<file path="config.mk">
export PLATFORM = sky130hd
export DESIGN_NAME = addsub_cla_pipe
export DESIGN_NICKNAME = d
export VERILOG_FILES = /design/src/rtl/addsub_cla_pipe.sv
export SDC_FILE = /design/constraint.sdc
export NUM_CORES = 1
export LEC_CHECK = 0
export BUFFER_PORTS_ARGS = -buffer_cell sky130_fd_sc_hd__buf_2
export CORE_UTILIZATION = 55
export DETAILED_ROUTE_END_ITERATION = 10
export PLACE_DENSITY = 0.82
export SLEW_MARGIN = 20
export SYNTH_ARGS = -nofsm -noshare
export SYNTH_HDL_FRONTEND = slang
export SYNTH_SLANG_ARGS = --single-unit
</file>
<file path="constraint.sdc">
create_clock -name clk -period 5.5 [get_ports clk]
set_clock_uncertainty 0.2 [all_clocks]
set_input_delay 0.55 -clock clk [delete_from_list [all_inputs] [get_ports clk]]
set_output_delay 0.55 -clock clk [all_outputs]
set_load 0.005 [all_outputs]
</file>
<file path="src/rtl/addsub_cla_pipe.sv">
// Pipelined carry-lookahead adder/subtractor with optional signed saturation.
// Each stage resolves STAGE_GROUPS 4-bit lookahead groups; the last stage also forms flags.
module addsub_cla_pipe #(
  parameter int WIDTH        = 16,
  parameter int STAGE_GROUPS = 2
) (
  input  logic             clk,
  input  logic             reset,
  input  logic             in_valid,
  output logic             in_ready,
  input  logic [WIDTH-1:0] in_a,
  input  logic [WIDTH-1:0] in_b,
  input  logic [1:0]       in_mode,
  output logic             out_valid,
  input  logic             out_ready,
  output logic [WIDTH-1:0] out_sum,
  output logic             out_carry,
  output logic             out_overflow,
  output logic             out_zero,
  output logic             out_neg
);

  localparam int GROUPS = WIDTH / 4;
  localparam int STAGES = (GROUPS + STAGE_GROUPS - 1) / STAGE_GROUPS;
  localparam int NREG   = (STAGES > 1) ? STAGES - 1 : 1;
  localparam int L      = STAGES - 1;

  // Returns carries {c4,c3,c2,c1,c0} of one 4-bit group, all derived from the group carry-in.
  function automatic logic [4:0] cla4(input logic [3:0] p, input logic [3:0] g, input logic c0);
    logic [4:0] c;
    c[0] = c0;
    c[1] = g[0] | (p[0] & c0);
    c[2] = g[1] | (p[1] & g[0]) | (p[1] & p[0] & c0);
    c[3] = g[2] | (p[2] & g[1]) | (p[2] & p[1] & g[0]) | (p[2] & p[1] & p[0] & c0);
    c[4] = g[3] | (p[3] & g[2]) | (p[3] & p[2] & g[1]) | (p[3] & p[2] & p[1] & g[0])
         | (p[3] & p[2] & p[1] & p[0] & c0);
    return c;
  endfunction

  function automatic logic signed [WIDTH-1:0] sat_val(input logic a_msb);
    return a_msb ? {1'b1, {(WIDTH-1){1'b0}}} : {1'b0, {(WIDTH-1){1'b1}}};
  endfunction

  function automatic void resolve_stage(
    input  int               k,
    input  logic [WIDTH-1:0] a,
    input  logic [WIDTH-1:0] b,
    input  logic [WIDTH-1:0] s,
    input  logic             cin,
    output logic [WIDTH-1:0] s_o,
    output logic             c_o,
    output logic             c_msb
  );
    logic [3:0] p, g;
    logic [4:0] cv;
    logic       c;
    int         gi;
    c     = cin;
    s_o   = s;
    c_msb = 1'b0;
    for (int j = 0; j < STAGE_GROUPS; j++) begin
      gi = k * STAGE_GROUPS + j;
      if (gi < GROUPS) begin
        p  = a[gi*4 +: 4] ^ b[gi*4 +: 4];
        g  = a[gi*4 +: 4] & b[gi*4 +: 4];
        cv = cla4(p, g, c);
        s_o[gi*4 +: 4] = p ^ cv[3:0];
        if (gi == GROUPS - 1) c_msb = cv[3];
        c = cv[4];
      end
    end
    c_o = c;
  endfunction

  logic adv;
  assign adv      = ~out_valid | out_ready;
  assign in_ready = adv & ~reset;

  logic [WIDTH-1:0] st_a  [STAGES];
  logic [WIDTH-1:0] st_b  [STAGES];
  logic [WIDTH-1:0] st_s  [STAGES];
  logic [WIDTH-1:0] st_so [STAGES];
  logic             st_c  [STAGES];
  logic             st_co [STAGES];
  logic             st_cm [STAGES];
  logic             st_v  [STAGES];
  logic [1:0]       st_m  [STAGES];

  logic signed [WIDTH-1:0] a_p   [NREG];
  logic signed [WIDTH-1:0] b_p   [NREG];
  logic        [WIDTH-1:0] s_p   [NREG];
  logic                    c_p   [NREG];
  logic                    vld_p [NREG];
  logic        [1:0]       m_p   [NREG];

  // Stage 0 input: B inverted and carry-in set for subtraction at acceptance
  assign st_a[0] = in_a;
  assign st_b[0] = in_b ^ {WIDTH{in_mode[0]}};
  assign st_s[0] = '0;
  assign st_c[0] = in_mode[0];
  assign st_m[0] = in_mode;
  assign st_v[0] = in_valid & in_ready;

  for (genvar k = 1; k < STAGES; k++) begin : g_link
    assign st_a[k] = a_p[k-1];
    assign st_b[k] = b_p[k-1];
    assign st_s[k] = s_p[k-1];
    assign st_c[k] = c_p[k-1];
    assign st_m[k] = m_p[k-1];
    assign st_v[k] = vld_p[k-1];
  end

  always_comb begin
    for (int k = 0; k < STAGES; k++) begin
      resolve_stage(k, st_a[k], st_b[k], st_s[k], st_c[k], st_so[k], st_co[k], st_cm[k]);
    end
  end

  // Intermediate stage registers; the whole pipe freezes when adv is low
  always_ff @(posedge clk) begin
    for (int k = 0; k < STAGES - 1; k++) begin
      if (reset)    vld_p[k] <= 1'b0;
      else if (adv) vld_p[k] <= st_v[k];
      if (adv) begin
        a_p[k] <= st_a[k];
        b_p[k] <= st_b[k];
        s_p[k] <= st_so[k];
        c_p[k] <= st_co[k];
        m_p[k] <= st_m[k];
      end
    end
  end

  logic                    ovf, sat;
  logic signed [WIDTH-1:0] res;
  assign ovf = st_cm[L] ^ st_co[L];
  assign sat = st_m[L][1] & ovf;
  assign res = sat ? sat_val(st_a[L][WIDTH-1]) : st_so[L];

  // Last stage: flags and saturation ahead of the output register
  always_ff @(posedge clk) begin
    if (reset) begin
      out_valid    <= 1'b0;
      out_sum      <= '0;
      out_carry    <= 1'b0;
      out_overflow <= 1'b0;
      out_zero     <= 1'b0;
      out_neg      <= 1'b0;
    end else if (adv) begin
      out_valid    <= st_v[L];
      out_sum      <= res;
      out_carry    <= st_co[L];
      out_overflow <= ovf;
      out_zero     <= (res == '0);
      out_neg      <= res[WIDTH-1];
    end
  end

endmodule
</file>
Yosys cells after proc, flatten, opt, wreduce, memory -nomap -nowiden

Memory sizes are Yosys's and may differ from the RTL's. A register that Yosys moved wholly into a read port is not among the register bits.
Cells that the tools add are included.

Bits in writable memories: 44
Register bits: 20
Input bits: 38
Output and inout bits: 22
Logic and storage cells: 147
Memories: 6

Bitwise operators: 124
Multiplexer cells: 10
Reduce and logical (&&, ||, !) cells: 2

Memories:

| memory | words | width | rd ports | clocked after memory_dff | wr ports | RTL line | text |
|---|---|---|---|---|---|---|---|
| a_p    | 1     | 16    | 1        | 0                        | 1        | 89       | `logic signed [WIDTH-1:0] a_p [NREG];` |
| b_p    | 1     | 16    | 1        | 0                        | 1        | 90       | `logic signed [WIDTH-1:0] b_p [NREG];` |
| s_p    | 1     | 8     | 1        | 0                        | 1        | 91       | `logic [WIDTH-1:0] s_p [NREG];` |
| m_p    | 1     | 2     | 1        | 0                        | 1        | 94       | `logic [1:0] m_p [NREG];` |
| c_p    | 1     | 1     | 1        | 0                        | 1        | 92       | `logic c_p [NREG];` |
| vld_p  | 1     | 1     | 1        | 1                        | 1        | 93       | `logic vld_p [NREG];` |

Operator list:

| cell               | count |
|---|---|
| 1-bit bitwise AND  | 67 |
| 1-bit OR           | 41 |
| 16-bit two-way mux | 2 |
| 4-bit bitwise XOR  | 8 |
| 4-bit bitwise AND  | 4 |
| 16-bit zero test   | 1 |
| 16-bit bitwise XOR | 1 |
| 1-bit two-way mux  | 8 |
| 1-bit NOT          | 2 |
| 1-bit OR reduction | 1 |
| 1-bit bitwise XOR  | 1 |

Depth between registers and ports, before layout

An unclocked memory read counts as a cell.

Depth after elaboration: 13
Depth in mapped cells: 11
Depth with buffers taken out: 9

Worst setup path after synthesis

Ideal clock, no wire load.

Path type: input-to-reg
Start point: input in_mode[0]
End point: memory s_p[0][4] in the netlist's numbering, data pin
Library setup time: 0.129 ns
Arrival: 3.064 ns
Path slack: 2.107 ns
Buffers on the path: 2
Data required time: 5.171 ns
Cell stages on the path: 11
Cells stage by stage: clkbuf_1 > clkbuf_1 > xor2_1 > ha_1 > a21o_1 > a21o_1 > a21oi_1 > nor2_1 > nor2_1 > fa_1 > inv_1

RTL lines:

| element     | RTL line | text |
|---|---|---|
| from (decl) | 13       | `input logic [1:0] in_mode,` |
| to (decl)   | 91       |  |

Worst setup path after layout

Start point: memory b_p[0][8]
End point: register out_zero

Word-level cells in the longest chain between the ends: 11
Elaborated cells on any way between the ends: 34
Classes of those cells: 1 x mux; 31 x bitwise; 1 x reduce/logical; 1 x memory

Ends and longest elaborated chain:

| element                                                       | RTL line | text |
|---|---|---|
| from (decl)                                                   | 90       |  |
| memory read 1 x 16 bit *                                      | n/a      |  |
| 4-bit bitwise AND / 4-bit bitwise XOR (equally long branches) | 65, 64   |  |
| 1-bit bitwise AND, on equally long branches                   | 35, 36   |  |
| 1-bit OR / 1-bit bitwise AND (equally long branches)          | 35, 36   |  |
| 1-bit OR                                                      | 36       | `\| (p[3] & p[2] & p[1] & p[0] & c0);` |
| 1-bit bitwise AND, on equally long branches                   | 34, 36   |  |
| 1-bit OR, on equally long branches                            | 34, 36   |  |
| 1-bit bitwise XOR                                             | 136      | `assign ovf = st_cm[L] ^ st_co[L];` |
| 1-bit bitwise AND                                             | 137      | `assign sat = st_m[L][1] & ovf;` |
| 16-bit two-way mux *                                          | 138      | `assign res = sat ? sat_val(st_a[L][WIDTH-1]) : st_so[L];` |
| 16-bit zero test *                                            | 154      | `out_zero <= (res == '0);` |
| to (signal assigned)                                          | 154      |  |
| to (decl)                                                     | 19       | `output logic out_zero,` |

Every way passes the cells marked *; elsewhere a longest branch is shown, timed or not.
A chain may end at the register's enable or synchronous reset.

==> metrics.json <==
{
  "grt_setup_unrepaired": {"value": "no"},
  "place.detailed.hpwl": {"value": 3280, "unit": "um"},
  "timing.slew.headroom": {"value": 0.387},
  "netlist.area_leader.share": {"value": 0.335},
  "finalNetCount": {"value": 314},
  "critical_path_arrival": {"value": 3.11, "unit": "ns"},
  "final.period_utilization": {"value": 0.561},
  "rows": {"value": 23},
  "die_area": {"value": 4670, "unit": "um2"},
  "cts_tree": {"value": "built"},
  "maxCapViolations": {"value": 0},
  "grt_antenna_before_repair": {"value": 0},
  "yosysWarningCount": {"value": 0},
  "syn-cell-area": {"value": 2420, "unit": "um2"},
  "final_max_slew_viol_count": {"value": 0},
  "grt_pass1_wl": {"value": 6800, "unit": "um"},
  "syn-instance-count": {"value": 200},
  "cp-start-kind": {"value": "flop"},
  "seq_area_frac_synth": {"value": 0.501},
  "floorplan.core_area": {"value": 4120, "unit": "um2"},
  "critical-path-top-delay-family": {"value": "adder cells"},
  "synth_area_leader_cell": {"value": "sky130_fd_sc_hd__edfxtp_1"},
  "cts-hold-fix-buffers": {"value": 0},
  "worst_path_largest_cell_delay": {"value": 0.46, "unit": "ns"},
  "fillerInstances": {"value": 319},
  "whs_endpoint": {"value": "a_p[0][9]"},
  "largest_net_degree_at_the_start_of_global_routing": {"value": 37},
  "worst-path-max-fanout": {"value": 3},
  "timing.final.setup_violations": {"value": 0},
  "power.total": {"value": 910, "unit": "uW"},
  "ctsLongestPathBuffers": {"value": 2},
  "postSynthRegisterBits": {"value": 47},
  "post_cts_resized": {"value": 0},
  "die_w": {"value": 68.3, "unit": "um"},
  "share_of_the_core_filled_with_cells": {"value": 0.683},
  "die_boundary_height": {"value": 68.3, "unit": "um"},
  "power.sequential.fraction": {"value": 0.524},
  "worst_r2r_setup_slack": {"value": 2.41, "unit": "ns"},
  "drtIter0Drc": {"value": 100},
  "crit_path_top_delay_cell": {"value": "sky130_fd_sc_hd__fa_1"},
  "worst_hold_startpoint": {"value": "in_a[9]"},
  "detailed_place.area": {"value": 2730, "unit": "um2"},
  "power.share.switching": {"value": 0.287},
  "power.combinational.fraction": {"value": 0.264},
  "synth.top_cells.by_area": {"value": "sky130_fd_sc_hd__edfxtp_1, sky130_fd_sc_hd__dfxtp_1, sky130_fd_sc_hd__ha_1"},
  "start_util": {"value": 0.588},
  "netlist-cell-type-count": {"value": 42},
  "synthesis.area_per_instance": {"value": 12.1, "unit": "um2"},
  "cts_inserted_buffers": {"value": 5},
  "min_path_cells": {"value": 1},
  "period_minus_slack": {"value": 3.09, "unit": "ns"},
  "clkTransAtPathRegs": {"value": 0.09, "unit": "ns"},
  "globalRoute.totalOverflow": {"value": 0},
  "multiInputGateArea": {"value": 1130, "unit": "um2"},
  "top_level_ports": {"value": 60},
  "antenna-diode-count": {"value": 0},
  "vdd_ir_drop_max": {"value": 0.000179, "unit": "V"},
  "grt_usage": {"value": 0.203},
  "run_status": {"value": "completed"},
  "cp_cell_sequence": {"value": "ha_1 > a211oi_2 > o21bai_2 > a21o_1 > fa_1 > or4_1 > nor3_1 > nor4b_1 > a32o_1"},
  "gp_congestion": {"value": 0.754},
  "cts_sinks": {"value": 47},
  "postLayoutSetupSlackWorst": {"value": 2.41, "unit": "ns"},
  "vias": {"value": 1668},
  "clk_root_buffer_cell": {"value": "sky130_fd_sc_hd__clkbuf_8"},
  "worstReg2RegEnd": {"value": "out_zero"},
  "first_global_vias": {"value": 1508},
  "leakagePower": {"value": 0.00126, "unit": "uW"},
  "ctsHtreeMaxLevel": {"value": 2},
  "power_per_cell_area": {"value": 324, "unit": "nW/um2"},
  "clkLatencyLatePin": {"value": 0.29, "unit": "ns"},
  "setup.worst_path.class": {"value": "reg2reg"},
  "synth_enable_flop_cells": {"value": 27},
  "drt-vias-per-instance": {"value": 5.42},
  "layout.cell_area.non_filler": {"value": 2810, "unit": "um2"},
  "transition_time_at_the_pin_with_the_least_slew_margin": {"value": 0.912, "unit": "ns"},
  "postCtsSetupRepairBufs": {"value": 0},
  "switchingPower": {"value": 261, "unit": "uW"},
  "postSynth.topFlopCell": {"value": "sky130_fd_sc_hd__edfxtp_1"},
  "route.antenna.remaining_nets": {"value": 0},
  "place_worst_setup_slack": {"value": 2.43, "unit": "ns"},
  "mappedNetlistNets": {"value": 257},
  "clock_power_share": {"value": 0.212},
  "reg2regPathDepth": {"value": 9},
  "fmaxAchievable": {"value": 324, "unit": "MHz"},
  "ff_latch_area": {"value": 1210, "unit": "um2"},
  "critPathBufInv": {"value": 0},
  "area.growth.synth_to_final": {"value": 16.1, "unit": "%"},
  "port_buffers": {"value": 59},
  "setup.worst_path.end_class": {"value": "flop"},
  "fin_tns_setup": {"value": 0, "unit": "ns"},
  "post_drt_wl_per_cell": {"value": 13.9, "unit": "um"},
  "post_route_cells_drive_above_1_share": {"value": 0.283},
  "min_path_type": {"value": "in2reg"},
  "hold_viol": {"value": 0},
  "cell_internal_pwr": {"value": 649, "unit": "uW"},
  "required": {"value": 5.53, "unit": "ns"},
  "worstReg2RegStart": {"value": "b_p[0][8]"},
  "synthArstFlopShare": {"value": 0},
  "remaining_drc_errors": {"value": 0},
  "wl": {"value": 4270, "unit": "um"},
  "first_pass_iters": {"value": 4}
}
## sequential cells by signal, indices dropped and copies added (netlist names), 8 cells and up
name,flops
a_p,8
b_p,8
out_sum,15
s_p,8
## cell usage in the layout, fill, tap and decap left out, types with 6 or more instances in the layout
cell,instances
sky130_fd_sc_hd__a221o_1,10
sky130_fd_sc_hd__and2_1,6
sky130_fd_sc_hd__buf_2,59
sky130_fd_sc_hd__dfxtp_1,20
sky130_fd_sc_hd__edfxtp_1,27
sky130_fd_sc_hd__ha_1,16
sky130_fd_sc_hd__inv_1,7
sky130_fd_sc_hd__nand2_1,7
sky130_fd_sc_hd__nor2_1,19
sky130_fd_sc_hd__xnor2_1,7
sky130_fd_sc_hd__xor2_1,22
## how the worst max path moves through the flow
stage / from / endpoint / slack (ns) / cells after the start
floorplan: in_mode[0] / s_p[0][4] / 2.11 / 11
global placement: in_mode[0] / s_p[0][4] / 2.48 / 10
detailed placement: in_mode[0] / s_p[0][4] / 2.43 / 10
CTS: b_p[0][8] / out_zero / 2.44 / 9
global route: b_p[0][8] / out_zero / 2.30 / 9
finish: b_p[0][8] / out_zero / 2.41 / 9
## cell usage after synthesis, drive strengths merged (6+ instances only)
| library cell | instances |
|---|---|
| edfxtp | 27 |
| xor2 | 22 |
| dfxtp | 20 |
| nor2 | 20 |
| ha | 16 |
| a221o | 10 |
| clkbuf | 7 |
| inv | 7 |
| nand2 | 7 |
| xnor2 | 7 |
| and2 | 6 |
## power by group through the flow
stage               logic, uW  registers [uW]  clock network (uW)
finish                    240             477                 193
detailed placement        240             484                   0
CTS                       242             476                 196
floorplan                 165             478                   0
global route              271             483                 215
global placement          233             481                   0
## kinds of logic (layout without fill, tap and decap cells)
group / Yosys count / after routing / synth area share
adders and majority gates: 19 / 19 / 0.108
buffers and inverters: 17 / 75 / 0.0341
and+or+nand+nor: 45 / 45 / 0.0920
xor gates and xnor gates: 29 / 29 / 0.105
AOI/OAI and AO/OA: 39 / 39 / 0.139
muxes: 4 / 4 / 0.0217
DFF: 47 / 47 / 0.501
## layer usage
| layer | global-route usage | wire [um] | vias up | part of all wire |
|---|---|---|---|---|
| met5 | 0 | 0 | - | 0 |
| met4 | 0.107 | 72 | 0 | 0.017 |
| met3 | 0.0467 | 221 | 9 | 0.052 |
| met2 | 0.327 | 2070 | 64 | 0.49 |
| met1 | 0.253 | 1900 | 749 | 0.45 |
| li1 | - | - | 846 | - |
## final cells by class
| class | count | area share |
|---|---|---|
| tap | 50 | 0.0223 |
| multi-input combinational | 136 | 0.401 |
| clock inverter | 2 | 0.00312 |
| inverter | 7 | 0.00935 |
| timing repair buffer | 60 | 0.108 |
| clock buffer | 6 | 0.0258 |
| sequential | 47 | 0.431 |
## through the flow
stage          cells  hold WS (ns)
6_report         308         0.223
5_1_grt          308         0.205
2_1_floorplan    200         0.233
3_5_place_dp     300         0.272
4_1_cts          308         0.218
3_3_place_gp     300         0.261
No activity file was read; power rests on OpenSTA's default activity.
